File: config.mk
export PLATFORM = sky130hd
export DESIGN_NAME = fc_layer_link
export DESIGN_NICKNAME = d
export VERILOG_FILES = /design/src/rtl/fc_layer_link.sv
export SDC_FILE = /design/constraint.sdc
export NUM_CORES = 1
export LEC_CHECK = 0
export CORE_UTILIZATION = 25
export CTS_CLUSTER_DIAMETER = 120
export DETAILED_ROUTE_END_ITERATION = 10
export MAX_ROUTING_LAYER = met4
export PLACE_DENSITY_LB_ADDON = 0.12
export SLEW_MARGIN = 20
export SYNTH_ARGS = -nofsm -noshare
export SYNTH_HDL_FRONTEND = slang
export SYNTH_SLANG_ARGS = --single-unit
File: constraint.sdc
create_clock -name clk -period 4.64 [get_ports clk]
set_input_delay 0.928 -clock clk [delete_from_list [all_inputs] [get_ports clk]]
set_output_delay 0.928 -clock clk [all_outputs]
set_load 0.1 [all_outputs]
File: src/rtl/fc_layer_link.sv
// Inter-layer link: buffers layer N activations in a FIFO, writes them into layer N+1's input
// buffer while it is idle, then pulses start. Define FC_LINK_RELU_EN to clamp negative values to zero.
module fc_layer_link #(
    parameter int datatype_size = 8,
    parameter int vector_size   = 500,
    parameter int fifo_depth    = 16
) (
    input  logic                           clk,
    input  logic                           rst,
    input  logic                           i_valid,
    input  logic [datatype_size-1:0]       i_data,
    output logic                           o_ready,
    input  logic                           i_next_busy,
    output logic                           o_ibuf_we,
    output logic [datatype_size-1:0]       o_ibuf_wr_data,
    output logic [$clog2(vector_size)-1:0] o_ibuf_addr,
    output logic                           o_start,
    output logic                           o_busy
);

    localparam int addr_w = $clog2(vector_size);
    localparam int ptr_w  = $clog2(fifo_depth);
    localparam int cnt_w  = $clog2(fifo_depth + 1);
    localparam logic [addr_w-1:0] last_addr = addr_w'(vector_size - 1);
    localparam logic [cnt_w-1:0]  full_cnt  = cnt_w'(fifo_depth);

    typedef enum logic [1:0] {
        FILL  = 2'd0,
        START = 2'd1,
        ACK   = 2'd2
    } state_t;

    state_t                   state;
    state_t                   state_next;
    logic [datatype_size-1:0] mem [fifo_depth];
    logic [ptr_w-1:0]         wr_ptr;
    logic [ptr_w-1:0]         rd_ptr;
    logic [cnt_w-1:0]         count;
    logic [addr_w-1:0]        wr_cnt;
    logic                     push;
    logic                     pop;
    logic                     start_next;
    logic [datatype_size-1:0] rd_data;
    logic [datatype_size-1:0] wr_value;

    // Readiness comes from the registered count, so a pop never frees a slot in the same cycle.
    assign o_ready = (count != full_cnt);
    assign push    = i_valid && o_ready;
    assign rd_data = mem[rd_ptr];

    // NOTE: the storage array is not reset; pointers and count alone decide which entries are valid.
    always_ff @(posedge clk) begin
        if (push) begin
            mem[wr_ptr] <= i_data;
        end
    end

    always_ff @(posedge clk) begin
        if (rst) begin
            wr_ptr <= '0;
            rd_ptr <= '0;
            count  <= '0;
        end else begin
            if (push) begin
                wr_ptr <= wr_ptr + 1'b1;
            end
            if (pop) begin
                rd_ptr <= rd_ptr + 1'b1;
            end
            case ({push, pop})
                2'b10:   count <= count + 1'b1;
                2'b01:   count <= count - 1'b1;
                default: count <= count;
            endcase
        end
    end

    always_ff @(posedge clk) begin
        if (rst) begin
            state <= FILL;
        end else begin
            state <= state_next;
        end
    end

    // NOTE: every combinational output gets a default first so no path can infer a latch.
    always_comb begin
        state_next = state;
        case (state)
            FILL:    if (pop && (wr_cnt == last_addr)) state_next = START;
            START:   state_next = ACK;
            ACK:     if (i_next_busy) state_next = FILL;
            default: state_next = FILL;
        endcase
    end

    always_comb begin
        pop        = (state == FILL) && (count != '0) && !i_next_busy;
        start_next = (state == START);
    end

`ifdef FC_LINK_RELU_EN
    assign wr_value = rd_data[datatype_size-1] ? '0 : rd_data;
`else
    assign wr_value = rd_data;
`endif

    // Write port and start pulse are registered; wr_cnt returns to 0 on the last pop of a vector.
    always_ff @(posedge clk) begin
        if (rst) begin
            o_ibuf_we      <= 1'b0;
            o_ibuf_wr_data <= '0;
            o_ibuf_addr    <= '0;
            o_start        <= 1'b0;
            wr_cnt         <= '0;
        end else begin
            o_ibuf_we <= pop;
            o_start   <= start_next;
            if (pop) begin
                o_ibuf_wr_data <= wr_value;
                o_ibuf_addr    <= wr_cnt;
                wr_cnt         <= (wr_cnt == last_addr) ? '0 : wr_cnt + 1'b1;
            end
        end
    end

    assign o_busy = (count != '0) || (wr_cnt != '0) || (state != FILL) || o_ibuf_we;

endmodule

After elaboration in Yosys (flattened, before gate mapping)
Memories as Yosys holds them, arrays and structs flattened. A register that Yosys moved wholly into a read port is not among the register bits.
Cells that the tools add are included.
- eq/ne operators: 8
- $add $sub $neg: 5
- reductions and logical operators: 14
- mux-type cells: 7
- operators by type and width (kind ; number):
    one-hot mux 5 bit (2 select lines) ; 1
    adder 9 x 1 -> 9 bit, second input constant ; 1
    equality test 9 bit, second input constant ; 1
    2-to-1 mux 9 bit ; 1
    nonzero test 9 bit ; 1
    adder 4 x 1 -> 4 bit, second input constant ; 2
    one-hot mux 2 bit (3 select lines) ; 1
    adder 5 x 1 -> 5 bit, second input constant ; 1
    inequality test 5 bit, second input constant ; 1
    nonzero test 5 bit ; 1
    subtractor 5 x 1 -> 5 bit, second input constant ; 1
    equality test 2 x 1 -> 1 bit, second input constant ; 2
    equality test 2 bit, second input constant ; 2
    logical AND 1 bit ; 4
    2-to-1 mux 2 bit ; 2
    inequality test 2 bit, second input constant ; 2
    nonzero test 2 bit ; 2
    logical OR 1 bit ; 3
    zero test 2 bit ; 1
    2-to-1 mux 1 bit ; 2
    AND reduction 2 bit ; 1
    zero test 1 bit ; 1
- memories: 1
- register bits: 35
- input bits: 12
- RAM bits: 128
- memories (memory ; depth ; width ; read ports ; clocked after memory_dff ; write ports ; line ; source):
    mem ; 16 ; 8 ; 1 ; 1 ; 1 ; 35 ; logic [datatype_size-1:0] mem [fifo_depth];

Logic depth before layout (Yosys ltp)
Gate-level depths: netlist (run 1).
- depth after elaboration: 6
- depth in mapped cells: 14

Least setup slack after synthesis (run 1)
OpenSTA, ideal clock, no wires.
- path kind: input -> register
- from: in i_next_busy
- to: reg count[4]
- path buffers: 2
- library setup time: 0.121 ns
- setup slack: 1.518 ns
- arrival time: 3.002 ns
- stages on the path: 12
- cell sequence: nor3_4 -> o21ai_4 -> inv_2 -> buf_6 -> ha_1 -> clkbuf_1 -> xor2_1 -> ha_1 -> a21oi_1 -> a22oi_1 -> a31oi_1 -> mux2_2
- word-level cells in the longest chain between the ends: 4
- elaborated cells between the ends (all ways): 6
- classes of those cells: eq/ne: 2; mux: 1; reduce/logical: 3
- RTL lines (what ; line ; source):
    start, declared ; 13 ; input logic i_next_busy,
    zero test 1 bit (*) ; 98 ; pop = (state == FILL) && (count != '0) && !i_next_busy;
    logical AND 1 bit (*) ; 98 ;
    via pop ; 41 ; logic pop;
    equality test 2 x 1 -> 1 bit or equality test 2 bit (tied branches) ; 70 ; case ({push, pop})
    one-hot mux 5 bit (2 select lines) or nonzero test 2 bit (tied branches) ; n/a ;
    end signal, assigned ; 71 ; 2'b10: count <= count + 1'b1;
    end signal, assigned ; 72 ; 2'b01: count <= count - 1'b1;
    end signal, assigned ; 73 ; default: count <= count;
    end, declared ; 38 ; logic [cnt_w-1:0] count;
The timed path passes the listed nets; every way through them passes the cells marked *.
A chain may end at the register's enable or synchronous reset.

Final worst setup path (run 1)
- from: reg count[2]
- to: out o_busy
- word-level cells in the longest chain between the ends: 4
- RTL lines (what ; line ; source):
    nonzero test 5 bit ; 127 ; assign o_busy = (count != '0) || (wr_cnt != '0) || (state != FILL) || o_ibuf_we;
    logical OR 1 bit (3 in a row) ; 127 ;
    end, declared ; 18 ; output logic o_busy
No other way between the ends.

==> results.cfg, run 1 <==
[status]
status = finished clean

[setup_path]
critPathArrivalTime_ns = 2.94
rr_worst_depth = 10
cp_max_fo = 11
worst_r2r_startpoint = count[2]$_SDFFE_PP0P_
rrSetupSlack_ns = 1.50
cp-start-kind = flip-flop
crit_path_end_kind = primary output
crit_required_ns = 3.71
rr_endpoint = count[4]$_SDFFE_PP0P_
critPathBufInv = 1
critical_path.top_delay_family = simple AND/OR/NAND/NOR gates
slowest_delay_ns = 0.99
worstSetupPathType = flip-flop to primary output
path_cells = nor4_1, nand4_1, or4_1, clkdlybuf4s50_1
slowest_stage = clkdlybuf4s50_1

[timing]
slew_viol_final = 0
finalCriticalPeriod_ns = 3.864
skew_ns = 0.007987
tightestPinTransition_ns = 1.052
finalHoldViolCount = 0
hold_ws_ns = 0.4621
finalSetupViolations = 0
slew_headroom_pct = 29.89
setup_tns_ns = 0
rsz0062_at_grt = false
max_freq_mhz = 258.8
fin_crit_sh_pct = 83.28

[global_route]
grtUsageMet1_pct = 16.48
grt_pass1_vias = 4121
use_met2_pct = 20.03
grt_pass1_wl_mm = 25.64
antenna_found_initial = 0
use_met3_pct = 2.542
track_usage_pct = 12.88
grt_max_degree = 59
globalRouteOverflowTotal = 0
busiest_layer = met2

[floorplanning]
die_y_um = 169.7
pin_count = 33
dieArea_um2 = 28790
core_area_um2 = 27710
dieWidth_um = 169.7
fp-row-count = 61
start_util_pct = 25.37

[min_path]
min_path_type = flip-flop to flip-flop
min_from = o_ibuf_addr[7]$_SDFFE_PP0P_
holdPathStages = 2
min_to = o_ibuf_addr[7]$_SDFFE_PP0P_

[final_layout]
area_delta_synth_final_pct = 17.41
ff_latch_area_um2 = 4708
drive_gt1_share_pct = 10.39
multi_input_area_um2 = 2123
nFillCells = 2767
nNetsFinal = 549
antennaDiodeCount = 0

[cts]
clock-sinks = 171
cts_root_buffer = clkbuf_16
cts_buffers = 17
clk_latency_ns = 0.43
ctsResizeCount = 0
clk_pin_slew_ns = 0.07
hold_buffers = 0
cts_tree = yes
post_cts_buffers = 0
htree_levels = 4
clock_path_buffers = 2

[logic_synthesis]
yosys.cell_types.count = 51
synth_flop_cell = edfxtp_1
synth_compound_area_share_pct = 7.905
synthAdderAreaFrac_pct = 1.780
synth_top_cell_by_area = edfxtp_1
synth_enable_flop_cells = 128
synth_fp_nets = 525
synthMuxAreaShare_pct = 9.863
synth_top_area_share_pct = 54.69
synth-simple-area-share_pct = 8.545
seq_area_frac_synth_pct = 66.94
synth_warnings = 0
async_reset_ff_share_pct = 0
ys_top_cells_by_area = edfxtp_1 55%, dfxtp_1 12%, mux2i_1 9.5%, o22ai_1 2.9%, nor2_1 2.3%
syn_avg_cell_area_um2 = 13.97
synth.cell_area_um2 = 7028
synth_cells = 503
synth_xor_area_share_pct = 2.119
synth_top_family_by_area = multiplexers
synth_seq_cells = 171

[detailed_routing]
first_pass_iters = 5
viasPerCell = 4.423
drcViolationCount = 0
vias = 4056
wirelength_mm = 17.04
drt_iter0_drc = 200
ant_nets = 0
avgRoutedWirePerCell_um = 18.58

[pwr]
vdd_drop_max_v = 0.0005360
power.density_nw_per_um2 = 518.6
leakage_nw = 2.513

[placed_design]
globalplace.congestion = 0.7537
hpwl_mm = 11.13
io_buffers = 32

[job]
maxCapViolCount = 0
[cells in the final DEF (no fill, tap or decap), types with 6 or more instances in the layout]
| master | synthesis | routed |
|---|---|---|
| nor4_1 | 10 | 10 |
| o22ai_1 | 33 | 33 |
| clkdlybuf4s50_1 | 0 | 31 |
| buf_4 | 1 | 6 |
| a21oi_1 | 13 | 13 |
| nand2_1 | 28 | 28 |
| a211oi_2 | 8 | 8 |
| inv_1 | 7 | 7 |
| ha_1 | 10 | 10 |
| o211ai_1 | 7 | 7 |
| xor2_1 | 12 | 12 |
| mux2i_1 | 67 | 67 |
| clkbuf_16 | 0 | 17 |
| edfxtp_1 | 128 | 128 |
| nor2_1 | 43 | 43 |
| dfxtp_1 | 43 | 42 |
[worst max-delay path by stage]
| stage | start | endpoint | slack [ns] | cells past startpoint |
|---|---|---|---|---|
| floorplan | i_next_busy | count[4]$_SDFFE_PP0P_ | 1.52 | 12 |
| global placement | i_next_busy | count[4]$_SDFFE_PP0P_ | 0.90 | 10 |
| detailed placement | i_valid | count[4]$_SDFFE_PP0P_ | 0.84 | 10 |
| CTS | count[2]$_SDFFE_PP0P_ | o_busy | 0.69 | 4 |
| global route | count[2]$_SDFFE_PP0P_ | o_busy | 0.61 | 4 |
| finish | count[2]$_SDFFE_PP0P_ | o_busy | 0.78 | 4 |
[worst min-delay path: stages, from the launching register on]
cell     delay (ns)
dfxtp_1        0.31
nand2_1        0.05
a21oi_1        0.06
[area by class of cell]
type	instances	area share, %
Multi-Input combinational cell	291	25.73
Clock buffer	20	5.292
Inverter	8	0.3639
Tap cell	378	5.732
Clock inverter	11	1.456
Sequential cell	171	57.06
Timing Repair Buffer	38	4.367
[through the flow]
stage | instances | worst slack [ns] | total power, W | instance area, µm² | util [%]
5_1_grt | 917 | 0.6065 | 0.004467 | 8252 | 29.78
3_3_place_gp | 886 | 0.8991 | 0.002938 | 7695 | 27.77
4_1_cts | 917 | 0.6943 | 0.004329 | 8252 | 29.78
2_1_floorplan | 503 | 1.518 | 0.002692 | 7028 | -
3_5_place_dp | 886 | 0.8379 | 0.002951 | 7695 | 27.77
6_report | 917 | 0.7759 | 0.004279 | 8252 | 29.78
[power by group]
group / internal (W) / total, W / switching (W) / leakage (nW)
clock network: 0.000789 / 0.00137 / 0.000584 / 0.270
logic: 0.000296 / 0.00106 / 0.000767 / 0.737
registers: 0.00174 / 0.00184 / 0.000103 / 1.51
total: 0.00283 / 0.00428 / 0.00145 / 2.51
[cells in the mapped netlist (7+ instances only)]
library cell / instances
a21oi_1: 13
nand2_1: 28
xor2_1: 12
nor2_1: 43
nor4_1: 10
o211ai_1: 7
clkbuf_1: 14
mux2i_1: 67
edfxtp_1: 128
ha_1: 10
inv_1: 7
dfxtp_1: 43
buf_2: 10
o22ai_1: 33
a211oi_2: 8
[registers in the layout (all words and copies together), names as in the netlist]
register and count:
rd_ptr 4, wr_cnt 9, count 5, wr_ptr 4
o_start 1, mem 128, o_ibuf_addr 9, state 2
o_ibuf_wr_data 8, o_ibuf_we 1
[kinds of logic (layout without fill, tap and decap cells)]
kind of cell / count (synthesis) / after routing
flip-flops: 171 / 171
AND/OR/NAND/NOR: 119 / 119
AO/OA/AOI/OAI: 76 / 76
multiplexers: 69 / 69
buffers and inverters: 41 / 77
XOR/XNOR: 17 / 17
adder cells (fa/ha/maj): 10 / 10
[per-layer routing]
metal	wire [µm]	vias to the layer above
met5	0	-
met4	284	0
met3	406	13
met2	8126	51
met1	8222	2043
li1	-	1949
Power figures use the tool's default switching activity.
==> run 2, diff against run 1 <==
==> constraint.sdc (replaced) <==
create_clock -name clk -period 3.3 [get_ports clk]
set_input_delay 0.66 -clock clk [delete_from_list [all_inputs] [get_ports clk]]
set_output_delay 0.66 -clock clk [all_outputs]
set_load 0.1 [all_outputs]
==> run 2 against run 1 <==
Effect of this change:
- worst hold slack got worse by 0.00061 ns
- die area stayed put
- clock skew increased by 0.0028 ns
- sequential share of layout area shrank 0.81 points
- combinational power up 42%
- sequential power up 41%
- setup slack lost 0.45 ns
- count of clock-buffer cells in the layout unchanged
- non-clock buffer count rose by 18
- cell count is 2.0% higher
- routed wire length is 0.18% lower
- via count increased by 0.57%
- largest cell class unchanged
- highest routed layer unchanged
==> results.cfg, run 2 (same netlist as run 1, synthesis figures left out) <==
[pwr]
pwr-share-seq_pct = 42.5
p_sw_share_pct = 33.51
switching_power_w = 0.002039
p_total_w = 0.006084
p_comb_share_pct = 24.7
clkPwrFrac_pct = 32.8
power.density_nw_per_um2 = 726.8
vdd_drop_max_v = 0.0006448
leakage_nw = 2.660
p_int_w = 0.004045

[placed_design]
globalplace.congestion = 0.7706
dpl-instance-area_um2 = 7790
io_buffers = 32
hpwl_mm = 11.47
dp_slack_ns = 0.2934

[final_layout]
nFillCells = 2774
final_common_cell = edfxtp_1
nNetsFinal = 567
antennaDiodeCount = 0
reg_top3 = mem: 128 flops, o_ibuf_addr: 9 flops, wr_cnt: 9 flops
regMostFlops = mem
layout_common_cells = 128 x edfxtp_1, 67 x mux2i_1, 44 x buf_4, 43 x nor2_1, 42 x dfxtp_1
area_delta_synth_final_pct = 19.10
postLayoutCellArea_um2 = 8371
fin_util_pct = 30.21
drive_gt1_share_pct = 17.06
largest_register_ffs = 128

[detailed_routing]
wirelength_mm = 17.01
first_pass_iters = 4
vias = 4079
viasPerCell = 4.363
avgRoutedWirePerCell_um = 18.19
drcViolationCount = 0
drt_iter0_drc = 221
ant_nets = 0

[global_route]
globalRouteOverflowTotal = 0
antenna_found_initial = 0
grt_max_degree = 40
grt_pass1_wl_mm = 26.03
track_usage_pct = 12.98
grt_pass1_vias = 4166

[setup_path]
rrSetupSlack_ns = 0.50
crit_path_end_kind = primary output
cp-start-kind = flip-flop
worstSetupPathType = flip-flop to primary output
cp_max_fo = 11
crit_required_ns = 2.64
critPathArrivalTime_ns = 2.31

[cts]
clock_path_buffers = 2
clock-sinks = 171
cts_tree = yes
cts_buffers = 17
cts_root_buffer = clkbuf_16
ctsResizeCount = 0
post_cts_buffers = 0
hold_buffers = 0
htree_levels = 4
clk_pin_slew_ns = 0.07
clk_latency_ns = 0.42

[timing]
finalSetupViolations = 0
tightestPinTransition_ns = 0.8319
setup_tns_ns = 0
slew_headroom_pct = 44.54
skew_ns = 0.01082
max_freq_mhz = 336.7
worst_slack_ns = 0.3302
fin_crit_sh_pct = 89.99
rsz0062_at_grt = false
finalCriticalPeriod_ns = 2.970
finalHoldViolCount = 0
slew_viol_final = 0

[floorplanning]
die_y_um = 169.7
pin_count = 33
core_area_um2 = 27710
fp-row-count = 61
dieArea_um2 = 28790
dieWidth_um = 169.7
start_util_pct = 25.37

[job]
maxCapViolCount = 0

[status]
status = finished clean

[min_path]
min_path_type = flip-flop to flip-flop
run 2: changes by cell type in the layout (fill, tap and decap cells not counted):
| cell | change |
|---|---|
| buf_12 | +1 |
| buf_4 | +38 |
| bufinv_16 | +1 |
| clkdlybuf4s50_1 | -21 |
| clkinv_4 | -2 |
| inv_8 | +1 |
run 2: cell type report:
type	instances	area [µm²]	share of cell area (%)
Clock inverter	11	143.9	1.719
Inverter	8	30.03	0.3587
Tap cell	378	473.0	5.650
Clock buffer	20	436.7	5.217
Multi-Input combinational cell	291	2123	25.37
Timing Repair Buffer	56	455.4	5.441
Sequential cell	171	4708	56.25
run 2: metrics by stage:
step | instances | hold slack (ns)
2_1_floorplan | 503 | 0.4532
3_3_place_gp | 904 | 0.4467
3_5_place_dp | 904 | 0.4524
4_1_cts | 935 | 0.4661
5_1_grt | 935 | 0.4911
6_report | 935 | 0.4615
run 2: final timing paths:
path	cells after the start	from	end
max	4	count[2]$_SDFFE_PP0P_	o_busy
min	2	o_ibuf_addr[0]$_SDFFE_PP0P_	o_ibuf_addr[0]$_SDFFE_PP0P_
max reg2reg	10	count[2]$_SDFFE_PP0P_	count[4]$_SDFFE_PP0P_
min reg2reg	2	o_ibuf_addr[0]$_SDFFE_PP0P_	o_ibuf_addr[0]$_SDFFE_PP0P_
run 2: worst max-delay path, cell delays in order (launching register included):
cell and delay, ns:
dfxtp_1 0.40, nor4_1 0.58, nand4_1 0.19, or4_1 0.46
buf_4 0.25
run 2: metal layers:
metal | track usage [%] | wire length (µm)
met5 | - | 0
met4 | 2.938 | 104
met3 | 2.775 | 426
met2 | 21.06 | 8272
met1 | 16.54 | 8205
run 2: power by group through the flow:
| stage | Clock (W) | Sequential, W | Combinational, W |
|---|---|---|---|
| 6_report | 0.00200 | 0.00259 | 0.00150 |
| 4_1_cts | 0.00207 | 0.00259 | 0.00153 |
| 3_5_place_dp | 0 | 0.00263 | 0.00152 |
| 5_1_grt | 0.00215 | 0.00260 | 0.00162 |
| 3_3_place_gp | 0 | 0.00263 | 0.00151 |
| 2_1_floorplan | 0 | 0.00295 | 0.000835 |
==> run 3, diff against run 2 <==
--- a/config.mk
+++ b/config.mk
@@ -9,7 +9,7 @@
 export CTS_CLUSTER_DIAMETER = 120
 export DETAILED_ROUTE_END_ITERATION = 10
 export MAX_ROUTING_LAYER = met4
-export PLACE_DENSITY_LB_ADDON = 0.12
+export PLACE_DENSITY = 0.4
 export SLEW_MARGIN = 20
 export SYNTH_ARGS = -nofsm -noshare
 export SYNTH_HDL_FRONTEND = slang
==> run 3 against run 2 <==
Effect of this change:
- cell count rose by 0.21%
- clock power down 3%
- utilization up 0.054 points
- die area stayed put
- count of clock-buffer cells in the layout up 2
- combinational power about the same
- cell area grew 0.18%
- clock skew rose by 0.0019 ns
==> results.cfg, run 3 (same netlist as run 1, synthesis figures left out) <==
[status]
status = finished clean

[pwr]
switching_power_w = 0.002042
p_sw_share_pct = 33.77
leakage_nw = 2.682
clkPwrFrac_pct = 32.3
p_comb_share_pct = 25.1
p_total_w = 0.006046
pwr-share-seq_pct = 42.6
p_int_w = 0.004005
vdd_drop_max_v = 0.0005774
power.density_nw_per_um2 = 721.0

[setup_path]
critPathArrivalTime_ns = 2.22
slowest_delay_ns = 0.52
rr_worst_depth = 10
path_cells = nor4_1, nand4_1, or4_1, buf_4
slowest_stage = nor4_1
crit_path_end_kind = primary output
cp-start-kind = flip-flop
worstSetupPathType = flip-flop to primary output
crit_required_ns = 2.64
cp_max_fo = 11

[final_layout]
ff_latch_area_um2 = 4708
area_delta_synth_final_pct = 19.32
postLayoutCellArea_um2 = 8386
antennaDiodeCount = 0
nNetsFinal = 568
reg_top3 = mem: 128 flops, o_ibuf_addr: 9 flops, wr_cnt: 9 flops
final_common_cell = edfxtp_1
layout_common_cells = 128 x edfxtp_1, 67 x mux2i_1, 45 x buf_4, 43 x nor2_1, 42 x dfxtp_1
multi_input_area_um2 = 2123
largest_register_ffs = 128
fin_util_pct = 30.27
drive_gt1_share_pct = 17.71
nFillCells = 2764
regMostFlops = mem

[floorplanning]
pin_count = 33
dieWidth_um = 169.7
dieArea_um2 = 28790
start_util_pct = 25.37
die_y_um = 169.7
core_area_um2 = 27710
fp-row-count = 61

[detailed_routing]
first_pass_iters = 4
vias = 4056
wirelength_mm = 16.81
avgRoutedWirePerCell_um = 17.94
drt_iter0_drc = 170
ant_nets = 0
viasPerCell = 4.329
drcViolationCount = 0

[timing]
worst_slack_ns = 0.4220
setup_tns_ns = 0
slew_headroom_pct = 46.39
finalCriticalPeriod_ns = 2.878
fin_crit_sh_pct = 87.21
tightestPinTransition_ns = 0.8017
slew_viol_final = 0
max_freq_mhz = 347.5
finalHoldViolCount = 0
finalSetupViolations = 0
rsz0062_at_grt = false
skew_ns = 0.01268

[placed_design]
dp_slack_ns = 0.2208
globalplace.congestion = 0.7672
dpl-instance-area_um2 = 7802
io_buffers = 32
hpwl_mm = 11.44

[cts]
ctsResizeCount = 0
clk_latency_ns = 0.42
clock-sinks = 171
hold_buffers = 0
clk_pin_slew_ns = 0.06
htree_levels = 4
post_cts_buffers = 0
cts_root_buffer = clkbuf_16
clock_path_buffers = 2
cts_buffers = 17
cts_tree = yes

[global_route]
grt_max_degree = 32
grt_pass1_vias = 4237
antenna_found_initial = 0
globalRouteOverflowTotal = 0
track_usage_pct = 12.87
grt_pass1_wl_mm = 25.97

[min_path]
holdPathStages = 2
min_path_type = flip-flop to flip-flop

[job]
maxCapViolCount = 0
[run 3: cell types whose count changed in the layout (fill, tap and decap cells not counted), sizes merged]
cell,previous run,this run
clkdlybuf4s50,10,11
clkinvlp,1,0
inv,11,13
bufinv,3,1
clkbuf,20,22
[run 3: power by group through the flow]
stage          registers (W)  logic (W)  clock network, W
2_1_floorplan        0.00295   0.000835                 0
3_3_place_gp         0.00262    0.00152                 0
3_5_place_dp         0.00263    0.00153                 0
4_1_cts              0.00258    0.00154           0.00202
5_1_grt              0.00260    0.00162           0.00210
6_report             0.00258    0.00152           0.00195
[run 3: worst paths after layout]
| path | startpoint | endpoint | slack, ns |
|---|---|---|---|
| setup / recovery | count[2]$_SDFFE_PP0P_ | o_busy | 0.42 |
| hold / removal | o_ibuf_addr[3]$_SDFFE_PP0P_ | o_ibuf_addr[3]$_SDFFE_PP0P_ | 0.46 |
| setup reg to reg | count[2]$_SDFFE_PP0P_ | count[4]$_SDFFE_PP0P_ | 0.54 |
| hold reg to reg | o_ibuf_addr[3]$_SDFFE_PP0P_ | o_ibuf_addr[3]$_SDFFE_PP0P_ | 0.46 |
[run 3: worst max-delay path: cells and delay by family (launching register included)]
kind,cells,cell delay (ns)
AND/OR/NAND/NOR,3,1.15
buffers and inverters,1,0.25
flip-flops,1,0.40
[run 3: metrics by stage]
step	std cells	hold slack, ns
final	937	0.4606
after detailed placement	905	0.4506
after CTS	937	0.4624
after floorplan	503	0.4532
after global routing	937	0.4846
after global placement	905	0.4476
[run 3: routing by layer]
| layer | wire length, µm | vias to the layer above | part of all wire (%) | track usage [%] |
|---|---|---|---|---|
| met4 | 247 | 0 | 1.5 | 4.975 |
| li1 | - | 1986 | - | - |
| met5 | 0 | - | 0 | - |
| met3 | 532 | 12 | 3.2 | 2.425 |
| met1 | 8264 | 1989 | 49 | 17.06 |
| met2 | 7768 | 69 | 46 | 19.39 |
[run 3: area by class of cell]
cell class / count / share of cell area, %
clock buffers: 22 / 5.894
clock inverters: 10 / 1.059
flip-flops and latches: 171 / 56.15
inverters: 8 / 0.3581
repair buffers: 57 / 5.580
well taps: 378 / 5.640
multi-input cells: 291 / 25.32
